$ cat src/rtl/bus_arbiter_rr_if.sv
// Serial bus signals between the masters, the slaves and the round-robin arbiter.
// slave  : the arbiter's view (it serves master requests and drives slave selects)
// master : the surrounding masters/slaves (or a testbench) driving the arbiter
interface bus_arbiter_rr_if #(
  parameter int NUM_MASTERS = 2,
  parameter int NUM_SLAVES  = 3
);
  logic [NUM_MASTERS-1:0] m_request;
  logic [NUM_MASTERS-1:0] m_address_valid;
  logic [NUM_MASTERS-1:0] m_valid;
  logic [NUM_MASTERS-1:0] m_address;
  logic [NUM_MASTERS-1:0] m_data;
  logic [NUM_MASTERS-1:0] m_write_en;
  logic [NUM_MASTERS-1:0] m_grant;
  logic [NUM_MASTERS-1:0] m_ready;
  logic [NUM_MASTERS-1:0] m_data_out;
  logic [NUM_MASTERS-1:0] m_valid_in;
  logic [NUM_MASTERS-1:0] m_error;
  logic [NUM_SLAVES-1:0]  s_ready;
  logic [NUM_SLAVES-1:0]  s_hold;
  logic [NUM_SLAVES-1:0]  s_data_in;
  logic [NUM_SLAVES-1:0]  s_valid_out;
  logic [NUM_SLAVES-1:0]  s_address;
  logic [NUM_SLAVES-1:0]  s_data;
  logic [NUM_SLAVES-1:0]  s_valid;
  logic [NUM_SLAVES-1:0]  s_write_en;
  logic [NUM_SLAVES-1:0]  s_bus_ready;

  modport slave (
    input  m_request, m_address_valid, m_valid, m_address, m_data, m_write_en,
    input  s_ready, s_hold, s_data_in, s_valid_out,
    output m_grant, m_ready, m_data_out, m_valid_in, m_error,
    output s_address, s_data, s_valid, s_write_en, s_bus_ready
  );

  modport master (
    output m_request, m_address_valid, m_valid, m_address, m_data, m_write_en,
    output s_ready, s_hold, s_data_in, s_valid_out,
    input  m_grant, m_ready, m_data_out, m_valid_in, m_error,
    input  s_address, s_data, s_valid, s_write_en, s_bus_ready
  );
endinterface

$ cat src/rtl/bus_arbiter_rr.sv
// Round-robin arbiter and single-path crossbar for serial bus masters/slaves,
// with split parking of masters whose slave asks to hold the bus.
//
// state      | meaning
// IDLE       | pick a resumable parked master, else round-robin a new request
// ADDR       | shift SEL_BITS serial slave-select bits (MSB first)
// CONNECT    | wait for selected slave ready (bounded by TIMEOUT)
// BUSY       | crossbar path granted master <-> selected slave
// SPLIT_PARK | connection dropped for one cycle, master parked
// RESUME     | reconnect parked master with its stored select
// ERROR      | one-cycle m_error pulse to the granted master
module bus_arbiter_rr #(
  parameter int NUM_MASTERS = 2,
  parameter int NUM_SLAVES  = 3,
  parameter int SEL_BITS    = 2,
  parameter int TIMEOUT     = 1023
) (
  input  logic             clk,
  input  logic             reset,
  bus_arbiter_rr_if.slave  bus,
  output logic [2:0]       state
);
  localparam int IW = (NUM_MASTERS > 1) ? $clog2(NUM_MASTERS) : 1;
  localparam int WW = (TIMEOUT > 0) ? $clog2(TIMEOUT + 1) : 1;
  localparam int BW = $clog2(SEL_BITS + 1);

  typedef enum logic [2:0] {
    S_IDLE       = 3'd0,
    S_ADDR       = 3'd1,
    S_CONNECT    = 3'd2,
    S_BUSY       = 3'd3,
    S_SPLIT_PARK = 3'd4,
    S_RESUME     = 3'd5,
    S_ERROR      = 3'd6
  } state_t;

  state_t                 state_q, state_d;
  logic [IW-1:0]          rr_ptr_q, rr_ptr_d;
  logic [IW-1:0]          gnt_q, gnt_d;
  logic [SEL_BITS-1:0]    sel_q, sel_d;
  logic [BW-1:0]          bit_cnt_q, bit_cnt_d;
  logic [WW-1:0]          wait_cnt_q, wait_cnt_d;
  logic [NUM_MASTERS-1:0] split_valid_q, split_valid_d;
  logic [SEL_BITS-1:0]    split_sel_q [NUM_MASTERS];
  logic [SEL_BITS-1:0]    split_sel_d [NUM_MASTERS];

  logic [NUM_MASTERS-1:0] gnt_oh;
  logic [NUM_SLAVES-1:0]  sel_oh;
  logic                   sel_in_range, sel_ready, sel_held, busy;
  logic [NUM_MASTERS-1:0] resume_ok, new_req;
  logic                   resume_found, new_found;
  logic [IW-1:0]          resume_idx, new_idx;
  logic [SEL_BITS-1:0]    resume_sel;

  assign busy  = (state_q == S_BUSY);
  assign state = state_q;

  // Decode granted master / selected slave into one-hot masks; out-of-range
  // selects decode to all-zero, which doubles as the range check.
  always_comb begin
    gnt_oh = '0;
    for (int i = 0; i < NUM_MASTERS; i++) gnt_oh[i] = (gnt_q == IW'(i));
    sel_oh = '0;
    for (int k = 0; k < NUM_SLAVES; k++) sel_oh[k] = (sel_q == SEL_BITS'(k));
    sel_in_range = |sel_oh;
    sel_ready    = |(bus.s_ready & sel_oh);
  end

  // Split-table lookups: is the selected slave parked, which parked master can resume.
  always_comb begin
    sel_held     = 1'b0;
    resume_found = 1'b0;
    resume_idx   = '0;
    resume_sel   = '0;
    for (int p = 0; p < NUM_MASTERS; p++) begin
      if (split_valid_q[p] && split_sel_q[p] == sel_q) sel_held = 1'b1;
      resume_ok[p] = 1'b0;
      for (int k = 0; k < NUM_SLAVES; k++)
        if (split_valid_q[p] && bus.m_request[p] && split_sel_q[p] == SEL_BITS'(k) && bus.s_ready[k])
          resume_ok[p] = 1'b1;
    end
    for (int p = NUM_MASTERS - 1; p >= 0; p--) begin
      if (resume_ok[p]) begin
        resume_found = 1'b1;
        resume_idx   = IW'(p);
        resume_sel   = split_sel_q[p];
      end
    end
  end

  // Round-robin pick: lowest requester above rr_ptr, else lowest overall (wrap).
  always_comb begin
    new_req   = bus.m_request & bus.m_address_valid & ~split_valid_q;
    new_found = 1'b0;
    new_idx   = '0;
    for (int j = NUM_MASTERS - 1; j >= 0; j--)
      if (new_req[j]) begin
        new_found = 1'b1;
        new_idx   = IW'(j);
      end
    for (int j = NUM_MASTERS - 1; j >= 0; j--)
      if (new_req[j] && IW'(j) > rr_ptr_q) new_idx = IW'(j);
  end

  // Next-state logic; parked masters that drop their request lose their entry at once.
  always_comb begin
    state_d       = state_q;
    rr_ptr_d      = rr_ptr_q;
    gnt_d         = gnt_q;
    sel_d         = sel_q;
    bit_cnt_d     = bit_cnt_q;
    wait_cnt_d    = wait_cnt_q;
    split_valid_d = split_valid_q & bus.m_request;
    split_sel_d   = split_sel_q;
    unique case (state_q)
      S_IDLE: begin
        if (resume_found) begin
          state_d = S_RESUME;
          gnt_d   = resume_idx;
          sel_d   = resume_sel;
        end else if (new_found) begin
          state_d   = S_ADDR;
          gnt_d     = new_idx;
          sel_d     = '0;
          bit_cnt_d = '0;
        end
      end
      S_ADDR: begin
        if (|(bus.m_valid & gnt_oh)) begin
          sel_d     = SEL_BITS'({sel_q, |(bus.m_address & gnt_oh)});
          bit_cnt_d = bit_cnt_q + BW'(1);
          if (bit_cnt_q == BW'(SEL_BITS - 1)) begin
            state_d    = S_CONNECT;
            wait_cnt_d = '0;
          end
        end
      end
      S_CONNECT: begin
        if (!sel_in_range) begin
          state_d = S_ERROR;
        end else if (sel_ready && !sel_held) begin
          state_d = S_BUSY;
        end else begin
          // ERROR is taken on the edge where the counter reaches TIMEOUT,
          // i.e. after TIMEOUT waiting cycles.
          wait_cnt_d = wait_cnt_q + WW'(1);
          if (wait_cnt_d == WW'(TIMEOUT)) state_d = S_ERROR;
        end
      end
      S_BUSY: begin
        if (!(|(bus.m_request & gnt_oh))) begin
          state_d  = S_IDLE;
          rr_ptr_d = gnt_q;
        end else if (|(bus.s_hold & sel_oh) && |(bus.m_request & ~gnt_oh & ~split_valid_q)) begin
          state_d  = S_SPLIT_PARK;
          rr_ptr_d = gnt_q;
          for (int i = 0; i < NUM_MASTERS; i++)
            if (gnt_oh[i]) begin
              split_valid_d[i] = 1'b1;
              split_sel_d[i]   = sel_q;
            end
        end
      end
      S_SPLIT_PARK: state_d = S_IDLE;
      S_RESUME: begin
        state_d       = S_BUSY;
        split_valid_d = split_valid_d & ~gnt_oh;
      end
      S_ERROR: begin
        state_d  = S_IDLE;
        rr_ptr_d = gnt_q;
      end
      default: state_d = S_IDLE;
    endcase
  end

  // State and bookkeeping registers, asynchronously cleared.
  always_ff @(posedge clk or posedge reset) begin
    if (reset) begin
      state_q       <= S_IDLE;
      rr_ptr_q      <= IW'(NUM_MASTERS - 1);
      gnt_q         <= '0;
      sel_q         <= '0;
      bit_cnt_q     <= '0;
      wait_cnt_q    <= '0;
      split_valid_q <= '0;
      for (int i = 0; i < NUM_MASTERS; i++) split_sel_q[i] <= '0;
    end else begin
      state_q       <= state_d;
      rr_ptr_q      <= rr_ptr_d;
      gnt_q         <= gnt_d;
      sel_q         <= sel_d;
      bit_cnt_q     <= bit_cnt_d;
      wait_cnt_q    <= wait_cnt_d;
      split_valid_q <= split_valid_d;
      split_sel_q   <= split_sel_d;
    end
  end

  // Grant/error outputs and crossbar; only BUSY carries a data path.
  always_comb begin
    bus.m_grant     = '0;
    bus.m_error     = '0;
    bus.m_ready     = '0;
    bus.m_data_out  = '0;
    bus.m_valid_in  = '0;
    bus.s_address   = '0;
    bus.s_data      = '0;
    bus.s_valid     = '0;
    bus.s_write_en  = '0;
    bus.s_bus_ready = '1;
    if (state_q == S_ADDR || state_q == S_CONNECT || state_q == S_RESUME || busy)
      bus.m_grant = gnt_oh;
    if (state_q == S_ERROR)
      bus.m_error = gnt_oh;
    if (busy) begin
      bus.s_address   = sel_oh & {NUM_SLAVES{|(bus.m_address & gnt_oh)}};
      bus.s_data      = sel_oh & {NUM_SLAVES{|(bus.m_data & gnt_oh)}};
      bus.s_valid     = sel_oh & {NUM_SLAVES{|(bus.m_valid & gnt_oh)}};
      bus.s_write_en  = sel_oh & {NUM_SLAVES{|(bus.m_write_en & gnt_oh)}};
      bus.m_ready     = gnt_oh & {NUM_MASTERS{|(bus.s_ready & sel_oh)}};
      bus.m_data_out  = gnt_oh & {NUM_MASTERS{|(bus.s_data_in & sel_oh)}};
      bus.m_valid_in  = gnt_oh & {NUM_MASTERS{|(bus.s_valid_out & sel_oh)}};
      bus.s_bus_ready = sel_oh;
    end
  end
endmodule

$ cat src/flat_wrapper.sv
// flat-port wrapper written by rule: the top's interface ports become plain ports
module bus_arbiter_rr_flat 
#(
  parameter int NUM_MASTERS = 2,
  parameter int NUM_SLAVES  = 3,
  parameter int SEL_BITS    = 2,
  parameter int TIMEOUT     = 1023
)
  (clk, reset, state, bus_m_request, bus_m_address_valid, bus_m_valid, bus_m_address, bus_m_data, bus_m_write_en, bus_s_ready, bus_s_hold, bus_s_data_in, bus_s_valid_out, bus_m_grant, bus_m_ready, bus_m_data_out, bus_m_valid_in, bus_m_error, bus_s_address, bus_s_data, bus_s_valid, bus_s_write_en, bus_s_bus_ready);
  bus_arbiter_rr_if #(.NUM_MASTERS(NUM_MASTERS), .NUM_SLAVES(NUM_SLAVES)) bus_i ();
  input  logic clk;
  input  logic reset;
  output logic [2:0] state;
  input wire logic [$bits(bus_i.m_request)-1:0] bus_m_request;
  input wire logic [$bits(bus_i.m_address_valid)-1:0] bus_m_address_valid;
  input wire logic [$bits(bus_i.m_valid)-1:0] bus_m_valid;
  input wire logic [$bits(bus_i.m_address)-1:0] bus_m_address;
  input wire logic [$bits(bus_i.m_data)-1:0] bus_m_data;
  input wire logic [$bits(bus_i.m_write_en)-1:0] bus_m_write_en;
  input wire logic [$bits(bus_i.s_ready)-1:0] bus_s_ready;
  input wire logic [$bits(bus_i.s_hold)-1:0] bus_s_hold;
  input wire logic [$bits(bus_i.s_data_in)-1:0] bus_s_data_in;
  input wire logic [$bits(bus_i.s_valid_out)-1:0] bus_s_valid_out;
  output wire logic [$bits(bus_i.m_grant)-1:0] bus_m_grant;
  output wire logic [$bits(bus_i.m_ready)-1:0] bus_m_ready;
  output wire logic [$bits(bus_i.m_data_out)-1:0] bus_m_data_out;
  output wire logic [$bits(bus_i.m_valid_in)-1:0] bus_m_valid_in;
  output wire logic [$bits(bus_i.m_error)-1:0] bus_m_error;
  output wire logic [$bits(bus_i.s_address)-1:0] bus_s_address;
  output wire logic [$bits(bus_i.s_data)-1:0] bus_s_data;
  output wire logic [$bits(bus_i.s_valid)-1:0] bus_s_valid;
  output wire logic [$bits(bus_i.s_write_en)-1:0] bus_s_write_en;
  output wire logic [$bits(bus_i.s_bus_ready)-1:0] bus_s_bus_ready;
  assign bus_i.m_request = bus_m_request;
  assign bus_i.m_address_valid = bus_m_address_valid;
  assign bus_i.m_valid = bus_m_valid;
  assign bus_i.m_address = bus_m_address;
  assign bus_i.m_data = bus_m_data;
  assign bus_i.m_write_en = bus_m_write_en;
  assign bus_i.s_ready = bus_s_ready;
  assign bus_i.s_hold = bus_s_hold;
  assign bus_i.s_data_in = bus_s_data_in;
  assign bus_i.s_valid_out = bus_s_valid_out;
  assign bus_m_grant = bus_i.m_grant;
  assign bus_m_ready = bus_i.m_ready;
  assign bus_m_data_out = bus_i.m_data_out;
  assign bus_m_valid_in = bus_i.m_valid_in;
  assign bus_m_error = bus_i.m_error;
  assign bus_s_address = bus_i.s_address;
  assign bus_s_data = bus_i.s_data;
  assign bus_s_valid = bus_i.s_valid;
  assign bus_s_write_en = bus_i.s_write_en;
  assign bus_s_bus_ready = bus_i.s_bus_ready;
  bus_arbiter_rr #(.NUM_MASTERS(NUM_MASTERS), .NUM_SLAVES(NUM_SLAVES), .SEL_BITS(SEL_BITS), .TIMEOUT(TIMEOUT)) u_core (.clk(clk), .reset(reset), .bus(bus_i), .state(state));
endmodule
$ cat config.mk
export PLATFORM = sky130hd
export DESIGN_NAME = bus_arbiter_rr_flat
export DESIGN_NICKNAME = d
export VERILOG_FILES = /design/src/rtl/bus_arbiter_rr_if.sv /design/src/rtl/bus_arbiter_rr.sv /design/src/flat_wrapper.sv
export SDC_FILE = /design/constraint.sdc
export NUM_CORES = 1
export LEC_CHECK = 0
export CAP_MARGIN = 20
export CORE_ASPECT_RATIO = 1.4
export CORE_UTILIZATION = 30
export CTS_CLUSTER_SIZE = 14
export DETAILED_ROUTE_END_ITERATION = 6
export PLACE_DENSITY = 0.56
export SLEW_MARGIN = 30
export SYNTH_ARGS = -nofsm -noshare
export SYNTH_HDL_FRONTEND = slang
export SYNTH_SLANG_ARGS = --single-unit
$ cat constraint.sdc
create_clock -name clk -period 2.6 [get_ports clk]
set_clock_uncertainty 0.2 [all_clocks]
set_input_delay 0.26 -clock clk [delete_from_list [all_inputs] [get_ports clk]]
set_output_delay 0.26 -clock clk [all_outputs]
set_load 0.01 [all_outputs]
# Yosys cells after proc, flatten, opt, wreduce, memory -nomap -nowiden
# Index checks and enable logic that the tools add are counted.
[word_totals]
register_bits = 25
latchBits = 0
ram_bits = 0
romBits = 0
input_bits = 26
output_inout_bits = 28
word_cells = 173
n_memories = 0
[op_classes]
n_addsub = 2
n_mul = 0
n_div = 0
n_lt_le_gt_ge = 2
n_eq_ne = 24
shifts = 0
muxes = 60
n_bitwise = 25
reduce_logical = 51
[ops]
columns = ["operator", "n"]
rows = [
  ["$mux 3", 14],
  ["$mux 10", 4],
  ["$and 2x2->2", 14],
  ["$mux 2", 14],
  ["$and 3x3->3", 8],
  ["$mux 1", 22],
  ["$logic_and 1x1->1", 20],
  ["$pmux 10 s2", 1],
  ["$pmux 3 s5", 1],
  ["$reduce_or 3->1", 5],
  ["$pmux 2 s2", 3],
  ["$reduce_and 4->1", 3],
  ["$reduce_or 2->1", 6],
  ["$add 10x1->10 const B", 1],
  ["$eq 10x10->1 const B", 1],
  ["$reduce_and 5->1", 2],
  ["$eq 2x1->1 const B", 4],
  ["$reduce_bool 2->1", 4],
  ["$eq 2x2->1 const B", 3],
  ["$eq 3x2->1 const B", 2],
  ["$eq 3x3->1 const B", 2],
  ["$logic_not 2->1", 3],
  ["$ne 2x1->1 const B", 3],
  ["$ne 2x2->1 const B", 3],
  ["other kinds (15)", 21],
]

# Depth between registers and ports, before layout
# Gate-level depths: netlist of the first run.
[depth]
word_depth = 10
ltp_mapped = 8
mapped_depth_nobuf = 7

# Worst setup path before layout of the first run
# OpenSTA, ideal clock, no wires.
[synth_path]
path_type = "register to register"
start = "register u_core.wait_cnt_q[0]"
end = "register u_core.state_q[2] (netlist: u_core.state[2])"
setup_time_ns = 0.111
arrival_ns = 2.036
required_time_ns = 2.289
slack_ns = 0.252
path_stages_with_launch = 8
n_path_buf = 0
synth_period_minus_slack_ns = 2.348
cell_sequence = "dfrtp_1 -> ha_1 -> nand4_2 -> or2_1 -> or3_4 -> a2111oi_4 -> o22ai_1 -> a2111oi_2"
[synth_between]
elab_chain_cells = 4
[synth_rtl]
columns = ["item", "line", "source"]
rows = [
  ["start, declared", "bus_arbiter_rr.sv:42", "logic [WW-1:0] wait_cnt_q, wait_cnt_d;"],
  ["start signal, assigned", "bus_arbiter_rr.sv:194", "wait_cnt_q <= wait_cnt_d;"],
  ["$add 10x1->10", "bus_arbiter_rr.sv:146", "wait_cnt_d = wait_cnt_q + WW'(1);"],
  ["$eq 10x10->1", "bus_arbiter_rr.sv:147", "if (wait_cnt_d == WW'(TIMEOUT)) state_d = S_ERROR;"],
  ["$ne 4x4->1 (no source line)", "--", ""],
  ["$reduce_and 5->1 (no source line)", "--", ""],
  ["end signal, assigned", "bus_arbiter_rr.sv:189", "state_q <= state_d;"],
  ["end, declared", "bus_arbiter_rr.sv:37", "state_t state_q, state_d;"],
]
# No other way between the ends.
# A chain may end at the register's enable or synchronous reset.

# Worst setup path after layout of the first run
[layout_path]
start = "register u_core.sel_q[1]"
end = "output bus_s_data[0]"
[layout_between]
elab_chain_cells = 3
[layout_rtl]
columns = ["item", "line", "source"]
rows = [
  ["start, declared", "bus_arbiter_rr.sv:40", "logic [SEL_BITS-1:0] sel_q, sel_d;"],
  ["start signal, assigned", "bus_arbiter_rr.sv:192", "sel_q <= sel_d;"],
  ["$logic_not 2->1", "bus_arbiter_rr.sv:64", "for (int k = 0; k < NUM_SLAVES; k++) sel_oh[k] = (sel_q == SEL_BITS'(k));"],
  ["$and 3x3->3", "bus_arbiter_rr.sv:218", "bus.s_data = sel_oh & {NUM_SLAVES{|(bus.m_data & gnt_oh)}};"],
  ["$mux 3", "bus_arbiter_rr.sv:216", "if (busy) begin"],
  ["end, declared", "flat_wrapper.sv:30", "output wire logic [$bits(bus_i.s_data)-1:0] bus_s_data;"],
]
# No other way between the ends.

==> summary.md, run 1 <==
| Metric | Value |
|---|---|
| Crit path time final | `2494 ps` |
| R2r worst-path depth | `7` |
| Vias in the first global route | `2010` |
| DR DRC count | `24` |
| Async SR Flop Fraction | `100.0%` |
| Max incr delay on CP | `530 ps` |
| Syn nets | `271` |
| Starting DRT DRC Count | `101` |
| Slowest CP cell | `clkdlybuf4s50_1` |
| Simple-gate share of the synthesized area | `29.68%` |
| Startpoint Class | `flop` |
| Worst Path Buf+Inv | `2` |
| Setup violators final | `0` |
| Ys Warns | `0` |
| Most common cell in the netlist | `nor2_1` |
| Inst Count DP | `372` |
| Total grt overflow | `0` |
| CTS tree | `done` |
| Setup crit end kind | `output pin` |
| Syn avg cell area | `8.205 µm²` |
| # rows | `34` |
| Design Area, Final | `2773 µm²` |
| Finished Layout Cells | `379` |
| Max-cap viol count | `0` |
| Unrepaired setup endpoints after global routing | `yes` |
| Leak Pwr | `1.117 nW` |
| Die Span X | `70.76 µm` |
| Hold buffer count at cts | `0` |
| First-pass GRT wire length | `9887 µm` |
| PortBufs | `53` |
| Data arrival time of the worst path | `2030 ps` |
| Final hold viol count | `0` |
| Adder-cell share of the synthesized area | `1.890%` |
| Htree depth | `1` |
| Initial DRT Pass Iterations | `6` |
| Antenna violations before repair | `0` |
| Mux cell area share after synthesis | `10.08%` |
| Worst Path Class, Setup | `flop to output pin` |
| Synth Register Bits | `25` |
| Worst hold-check path type | `input port to async pin` |
| Final WL | `5968 µm` |
| Largest net degree at the start of global routing | `26` |
| Clock Sinks | `25` |
| Max-slew violations | `0` |
| Compound-Gate Fraction of Synth Area | `19.28%` |
| Xor/xnor share of the synthesized area | `3.529%` |
| Mapped Area | `1986 µm²` |
| Pwr Density | `759.8 nW/µm²` |
| Rel. slew slack | `72.40%` |
| Worst-Margin Slew | `410.8 ps` |
| DP HPWL | `4749 µm` |
| Final nets | `337` |
| Post-route setup slack | `105.6 ps` |
| Top area cells in the synthesized netlist | `dfrtp_1 (30%), o21ai_0 (6.3%), nor2_1 (5.7%)` |
| Mapped Cells | `242` |
| Ys flop type | `dfrtp_1` |
| Main combinational cell family by area after synthesis | `simple AND/OR/NAND/NOR gates` |
| I/O pins | `54` |
| CTS Root Cell | `clkbuf_8` |
| # diodes | `0` |
| Worst-path fanout max | `10` |
| Worst path cell trace | `buf_4, or3_1, nor2_1, clkdlybuf4s50_1` |
| Synth cell count leaders | `nor2_1 (30), o21ai_0 (25), dfrtp_1 (24), nand2_1 (24), mux2i_1 (11)` |
| Max clock buf depth | `2` |
| Placer congestion estimate | `0.9502` |
| DR vias | `1985` |
| Total core area | `6296 µm²` |
| P&R area growth vs syn | `39.63%` |
| Dpl ws | `106.5 ps` |
| Chip height | `98.26 µm` |
| Max Clock Freq | `400.9 MHz` |
| Number of synthesized flops with an enable pin | `0` |
| Clock Pin Slew Worst Setup and Hold Paths | `90 ps` |
| Failing checks | `DRC` |
| Count of unique library cells instantiated by Yosys | `46` |
| TritonCTS Buffers | `3` |
| Levels on crit path | `4` |
| Layout cells sized above 1 | `15.31%` |
| Final period util | `95.94%` |
| Clk_lat worst skew | `270 ps` |
| Outcome | `finished with violations` |
| Vias per cell | `5.237` |
| Delay-heaviest family, CP | `buffers and inverters` |
| Fill count | `657` |
| Pwr Total | `0.002107 W` |
| Placed Area | `2681 µm²` |
| Share of the synthesized area in the top cell type | `30.25%` |
| Wirelength per Cell | `15.75 µm` |
| Synth area leader | `dfrtp_1` |
| WP data required | `2140 ps` |
| Initial Util | `31.54%` |
| Final antenna-violating net count | `0` |
| VDD IR max | `0.2902 mV` |
| All-Layer GR Usage | `18.01%` |
| Seq/Total Area, Yosys | `31.57%` |
| Die ar. | `6953 µm²` |
-- final timing paths --
check                                                 start  slack (ps)                                to
setup / recovery                u_core.sel_q[1]$_DFFE_PP0P_         110                     bus_s_data[0]
hold / removal                                        reset         140  u_core.wait_cnt_q[0]$_DFFE_PP0P_
setup reg to reg           u_core.wait_cnt_q[1]$_DFFE_PP0P_         180       u_core.state[2]$_DFFE_PP0P_
hold reg to reg            u_core.wait_cnt_q[9]$_DFFE_PP0P_         310  u_core.wait_cnt_q[9]$_DFFE_PP0P_
max in group asynchronous                             reset        1760       u_core.rr_ptr_q$_DFFE_PP1P_
min in group clk           u_core.wait_cnt_q[9]$_DFFE_PP0P_         310  u_core.wait_cnt_q[9]$_DFFE_PP0P_
-- cell type report --
class	count	area [µm²]	area share, %
Timing Repair Buffer	72	673.1	24.28
Multi-Input combinational cell	197	1297	46.80
Tap cell	72	90.09	3.249
Clock inverter	1	5.005	0.1805
Inverter	9	33.78	1.218
Sequential cell	25	631.9	22.79
Clock buffer	3	41.29	1.489
-- power breakdown --
part / switching [W] / internal (W) / leakage, nW
sequential: 0.000164 / 0.000491 / 0.329
clock: 0.000120 / 0.000107 / 0.0255
combinational: 0.000611 / 0.000613 / 0.762
total: 0.000895 / 0.00121 / 1.12
-- routing by layer --
layer / wire length, µm / share of wire [%] / vias to the layer above / track usage (%)
met2: 3071 / 51 / 68 / 33.73
met3: 397 / 6.7 / 14 / 2.477
met4: 223 / 3.7 / 0 / 8.000
met5: 0 / 0 / - / 0
li1: - / - / 992 / -
met1: 2276 / 38 / 911 / 19.77
-- per-stage QoR --
stage | hold WS (ps) | utilization, % | setup TNS (ps)
finish | 137.6 | 44.04 | 0
global route | 176.6 | 44.04 | -47.69
CTS | 147.1 | 43.40 | 0
detailed placement | 305.4 | 42.59 | 0
global placement | 291.9 | 42.59 | 0
floorplan | 86.58 | - | 0
-- repair_timing --
item,in CTS,in global routing
buffers inserted,0,3
endpoints found under the setup margin,8,10
resized for setup,3,5
-- cells in the final DEF, fill, tap and decap left out, types with 4 or more instances in the layout --
| cell type | count |
|---|---|
| o21ai_0 | 25 |
| clkdlybuf4s50_1 | 53 |
| a21oi_1 | 5 |
| nor3_1 | 9 |
| nand2_1 | 23 |
| buf_4 | 19 |
| nor2_1 | 30 |
| or3_1 | 5 |
| nand3b_1 | 6 |
| dfrtp_1 | 20 |
| nand3_1 | 10 |
| mux2_2 | 8 |
| mux2i_1 | 11 |
| xor2_1 | 6 |
| nor2b_1 | 9 |
| nand2b_1 | 5 |
| nor3b_1 | 4 |
| dfrtp_2 | 4 |
| inv_1 | 9 |
-- state kept, by name, indices dropped and copies added, names as in the netlist --
name / flops
u_core.split_valid_q: 2
u_core.state: 3
u_core.wait_cnt_q: 10
u_core.bit_cnt_q: 2
u_core.rr_ptr_q: 1
u_core.split_sel_q: 4
u_core.gnt_q: 1
u_core.sel_q: 2
-- worst min-delay path, cell delays in order --
cell	delay (ps)
clkdlybuf4s50_1	390
inv_1	50
buf_4	310
-- kinds of logic after synthesis --
| group | Yosys count |
|---|---|
| AOI/OAI and AO/OA | 53 |
| xor gates and xnor gates | 8 |
| adders and majority gates | 3 |
| buffers and inverters | 20 |
| DFF | 25 |
| muxes | 19 |
| and+or+nand+nor | 114 |
(Power assumes the default switching activity.)
==> inputs of run 2 (changes only) <==
--- a/config.mk
+++ b/config.mk
@@ -6,11 +6,13 @@
 export NUM_CORES = 1
 export LEC_CHECK = 0
 export CAP_MARGIN = 20
+export CELL_PAD_IN_SITES_DETAIL_PLACEMENT = 1
+export CELL_PAD_IN_SITES_GLOBAL_PLACEMENT = 2
 export CORE_ASPECT_RATIO = 1.4
-export CORE_UTILIZATION = 30
+export CORE_UTILIZATION = 28
 export CTS_CLUSTER_SIZE = 14
 export DETAILED_ROUTE_END_ITERATION = 6
-export PLACE_DENSITY = 0.56
+export PLACE_DENSITY = 0.83
 export SLEW_MARGIN = 30
 export SYNTH_ARGS = -nofsm -noshare
 export SYNTH_HDL_FRONTEND = slang
==> run 2 against run 1 <==
  * The run now ends clean
  * Utilization is 3.6 points lower
  * Sequential power shrank 3.2%
  * Maximum frequency up 0.79%
  * Clock-buffer cell count unchanged
  * Wire length increased by 7.3%
  * First-iteration DRC count fell by 65%
  * Via count grew 1.2%
  * Critical endpoint unchanged
==> summary.md, run 2 (same netlist as run 1, synthesis figures left out) <==
| Metric | Value |
|---|---|
| Clk_lat worst skew | `270 ps (about the same)` |
| Final setup TNS | `0 ps (unchanged)` |
| DR WL met3 | `276 µm (-30%)` |
| Initial Util | `28.81% (-2.7 points)` |
| R2r setup slk | `170 ps (about the same)` |
| Largest net degree at the start of global routing | `26 (unchanged)` |
| Worst path cell trace | `nor2b_2, nand2_2, or3_4, nor2_1, clkdlybuf4s50_1` |
| I/O pins | `54 (unchanged)` |
| DR vias | `2008 (+1.2%)` |
| Crit path time final | `2475 ps (-19.54 ps)` |
| Hold buffer count at cts | `0 (unchanged)` |
| Final antenna-violating net count | `0 (unchanged)` |
| Largest Register | `u_core.wait_cnt_q` |
| Final period util | `95.19% (-0.75 points)` |
| Pwr Total | `0.002132 W (+1.2%)` |
| Total core area | `6892 µm² (+9.5%)` |
| Placed Area | `2710 µm² (+1.1%)` |
| Starting DRT DRC Count | `35 (-65%)` |
| R2R Path End | `u_core.state[2]$_DFFE_PP0P_` |
| Most common cell after layout, fill and taps aside | `clkdlybuf4s50_1` |
| # diodes | `0 (unchanged)` |
| Max-cap viol count | `0 (unchanged)` |
| # rows | `36 (+5.9%)` |
| Max incr delay on CP | `540 ps (about the same)` |
| Die ar. | `7437 µm² (+7.0%)` |
| TritonCTS Buffers | `3 (unchanged)` |
| Comb pwr share | `59.2% (+1.1 points)` |
| DP HPWL | `5160 µm (+8.7%)` |
| P_int | `0.001206 W (-0.48%)` |
| Max-slew violations | `0 (unchanged)` |
| Max clock buf depth | `2 (unchanged)` |
| VDD IR max | `0.2968 mV (+2.3%)` |
| Final hold viol count | `0 (unchanged)` |
| Startpoint Class | `flop` |
| Pwr Density | `764.8 nW/µm² (+0.66%)` |
| First-pass GRT wire length | `10690 µm (+8.1%)` |
| Rel. slew slack | `65.85% (-6.6 points)` |
| Core Util, Final | `40.45% (-3.6 points)` |
| Clock Pin Slew Worst Setup and Hold Paths | `90 ps (about the same)` |
| Setup crit end kind | `output pin` |
| Vias in the first global route | `2215 (+10%)` |
| CTS Root Cell | `clkbuf_8` |
| Worst Path Buf+Inv | `1 (-1)` |
| Unrepaired setup endpoints after global routing | `no` |
| Htree depth | `1 (unchanged)` |
| Design Area, Final | `2788 µm² (+0.54%)` |
| Outcome | `finished, final reports clean` |
| Clock Sinks | `25 (unchanged)` |
| Setup violators final | `0 (unchanged)` |
| Data arrival time of the worst path | `2010 ps (-20 ps)` |
| Max reg flops | `10 (unchanged)` |
| DR DRC count | `0 (-100%)` |
| Commonest non-fill, non-tap cells in the layout | `clkdlybuf4s50_1 (53), nor2_1 (30), o21ai_0 (25), nand2_1 (23), dfrtp_1 (21)` |
| Final WL | `6402 µm (+7.3%)` |
| Die Span X | `73.17 µm (+3.4%)` |
| Wl on met1 | `2466 µm (+8.3%)` |
| Worst Path Class, Setup | `flop to output pin` |
| RR Startpoint | `u_core.wait_cnt_q[1]$_DFFE_PP0P_` |
| Worst-path fanout max | `7 (-3)` |
| PortBufs | `53 (unchanged)` |
| DR WL met2 | `3469 µm (+13%)` |
| Delay-heaviest family, CP | `simple AND/OR/NAND/NOR gates` |
| Total grt overflow | `0 (unchanged)` |
| Switching pwr | `0.0009264 W (+3.5%)` |
| Register share of total power | `29.7% (-1.4 points)` |
| Power share of the clock group | `11.1% (+0.3 points)` |
| Sw Share | `43.45% (+0.96 points)` |
| Wirelength per Cell | `16.01 µm (+1.6%)` |
| Max Clock Freq | `404.1 MHz (+0.79%)` |
| Placer congestion estimate | `0.8184 (-14%)` |
| Worst-Margin Slew | `512.3 ps (+101.5 ps)` |
| All-Layer GR Usage | `18.83% (+0.82 points)` |
| R2r worst-path depth | `7 (unchanged)` |
| Antenna violations before repair | `0 (unchanged)` |
| P&R area growth vs syn | `40.39%` |
| Slowest CP cell | `clkdlybuf4s50_1` |
| Chip height | `101.6 µm (+3.4%)` |
| Layout cells sized above 1 | `15.41% (+0.10 points)` |
| Initial DRT Pass Iterations | `4 (-2)` |
| Top routing layer used | `met4` |
| Worst hold-check path type | `input port to async pin` |
| Vias per cell | `5.020 (-4.2%)` |
| CTS tree | `done` |
| Final nets | `335 (-0.59%)` |
| WP data required | `2140 ps (about the same)` |
| Leak Pwr | `1.113 nW (-0.31%)` |
run 2: cell types whose count changed in the layout (fill, tap and decap cells not counted):
cell,change
ha_4,-1
ha_2,+1
or3_4,+2
dfrtp_2,-1
nor2b_1,-1
nor2b_2,+1
buf_4,-2
dfrtp_1,+1
or3_1,-2
run 2: routing by layer:
layer,track usage (%),vias up
li1,-,984
met1,19.30,951
met2,37.75,60
met3,1.493,13
met4,7.994,0
met5,0,-
run 2: timing repair:
item | 4_1_cts | 5_1_grt
pin swaps | 0 | 0
resized for setup | 2 | 7
gates cloned | 0 | 0
setup endpoints to repair | 11 | 17
buffers inserted | 0 | 1
run 2: layout make-up:
class | count | area (µm²)
clock buffer | 3 | 41.29
inverter | 9 | 33.78
multi-input combinational | 197 | 1300
fill | 846 | 4104
timing repair buffer | 70 | 658.1
clock inverter | 1 | 5.005
sequential | 25 | 630.6
tap | 95 | 118.9
run 2: worst max-delay path by stage:
| stage | from | to | slack [ps] | cells after the start |
|---|---|---|---|---|
| floorplan | u_core.wait_cnt_q[0]$_DFFE_PP0P_ | u_core.state[2]$_DFFE_PP0P_ | 250 | 7 |
| global placement | u_core.wait_cnt_q[0]$_DFFE_PP0P_ | u_core.state[2]$_DFFE_PP0P_ | 150 | 7 |
| detailed placement | bus_s_ready[0] | u_core.sel_q[0]$_DFFE_PP0P_ | 90 | 7 |
| CTS | u_core.sel_q[0]$_DFFE_PP0P_ | bus_s_data[0] | 2 | 4 |
| global route | u_core.gnt_q$_DFFE_PP0P_ | bus_m_data_out[1] | 5 | 4 |
| finish | u_core.state[2]$_DFFE_PP0P_ | bus_s_data[0] | 130 | 5 |
run 2: power by group through the flow:
stage / clock, W / sequential, W / combinational [W]
after detailed placement: 0 / 0.000648 / 0.00125
after CTS: 0.000247 / 0.000643 / 0.00125
final: 0.000236 / 0.000634 / 0.00126
after global placement: 0 / 0.000642 / 0.00122
after global routing: 0.000262 / 0.000654 / 0.00140
after floorplan: 0 / 0.000587 / 0.000778
run 2: per-stage QoR:
stage          hold WS [ps]  setup WS (ps)  std cells
4_1_cts               148.0          2.494        399
2_1_floorplan         86.58          252.3        242
5_1_grt               178.4          5.016        400
3_5_place_dp          293.2          88.28        395
6_report              134.1          125.1        400
3_3_place_gp          285.6          154.0        395
run 2: worst register-to-register path: stages (launching register included):
cell       delay (ps)
dfrtp_1           420
ha_2              260
nand4_2           140
or2_1             250
or3_4             340
a2111oi_4         280
o22ai_1           150
a2111oi_2         280
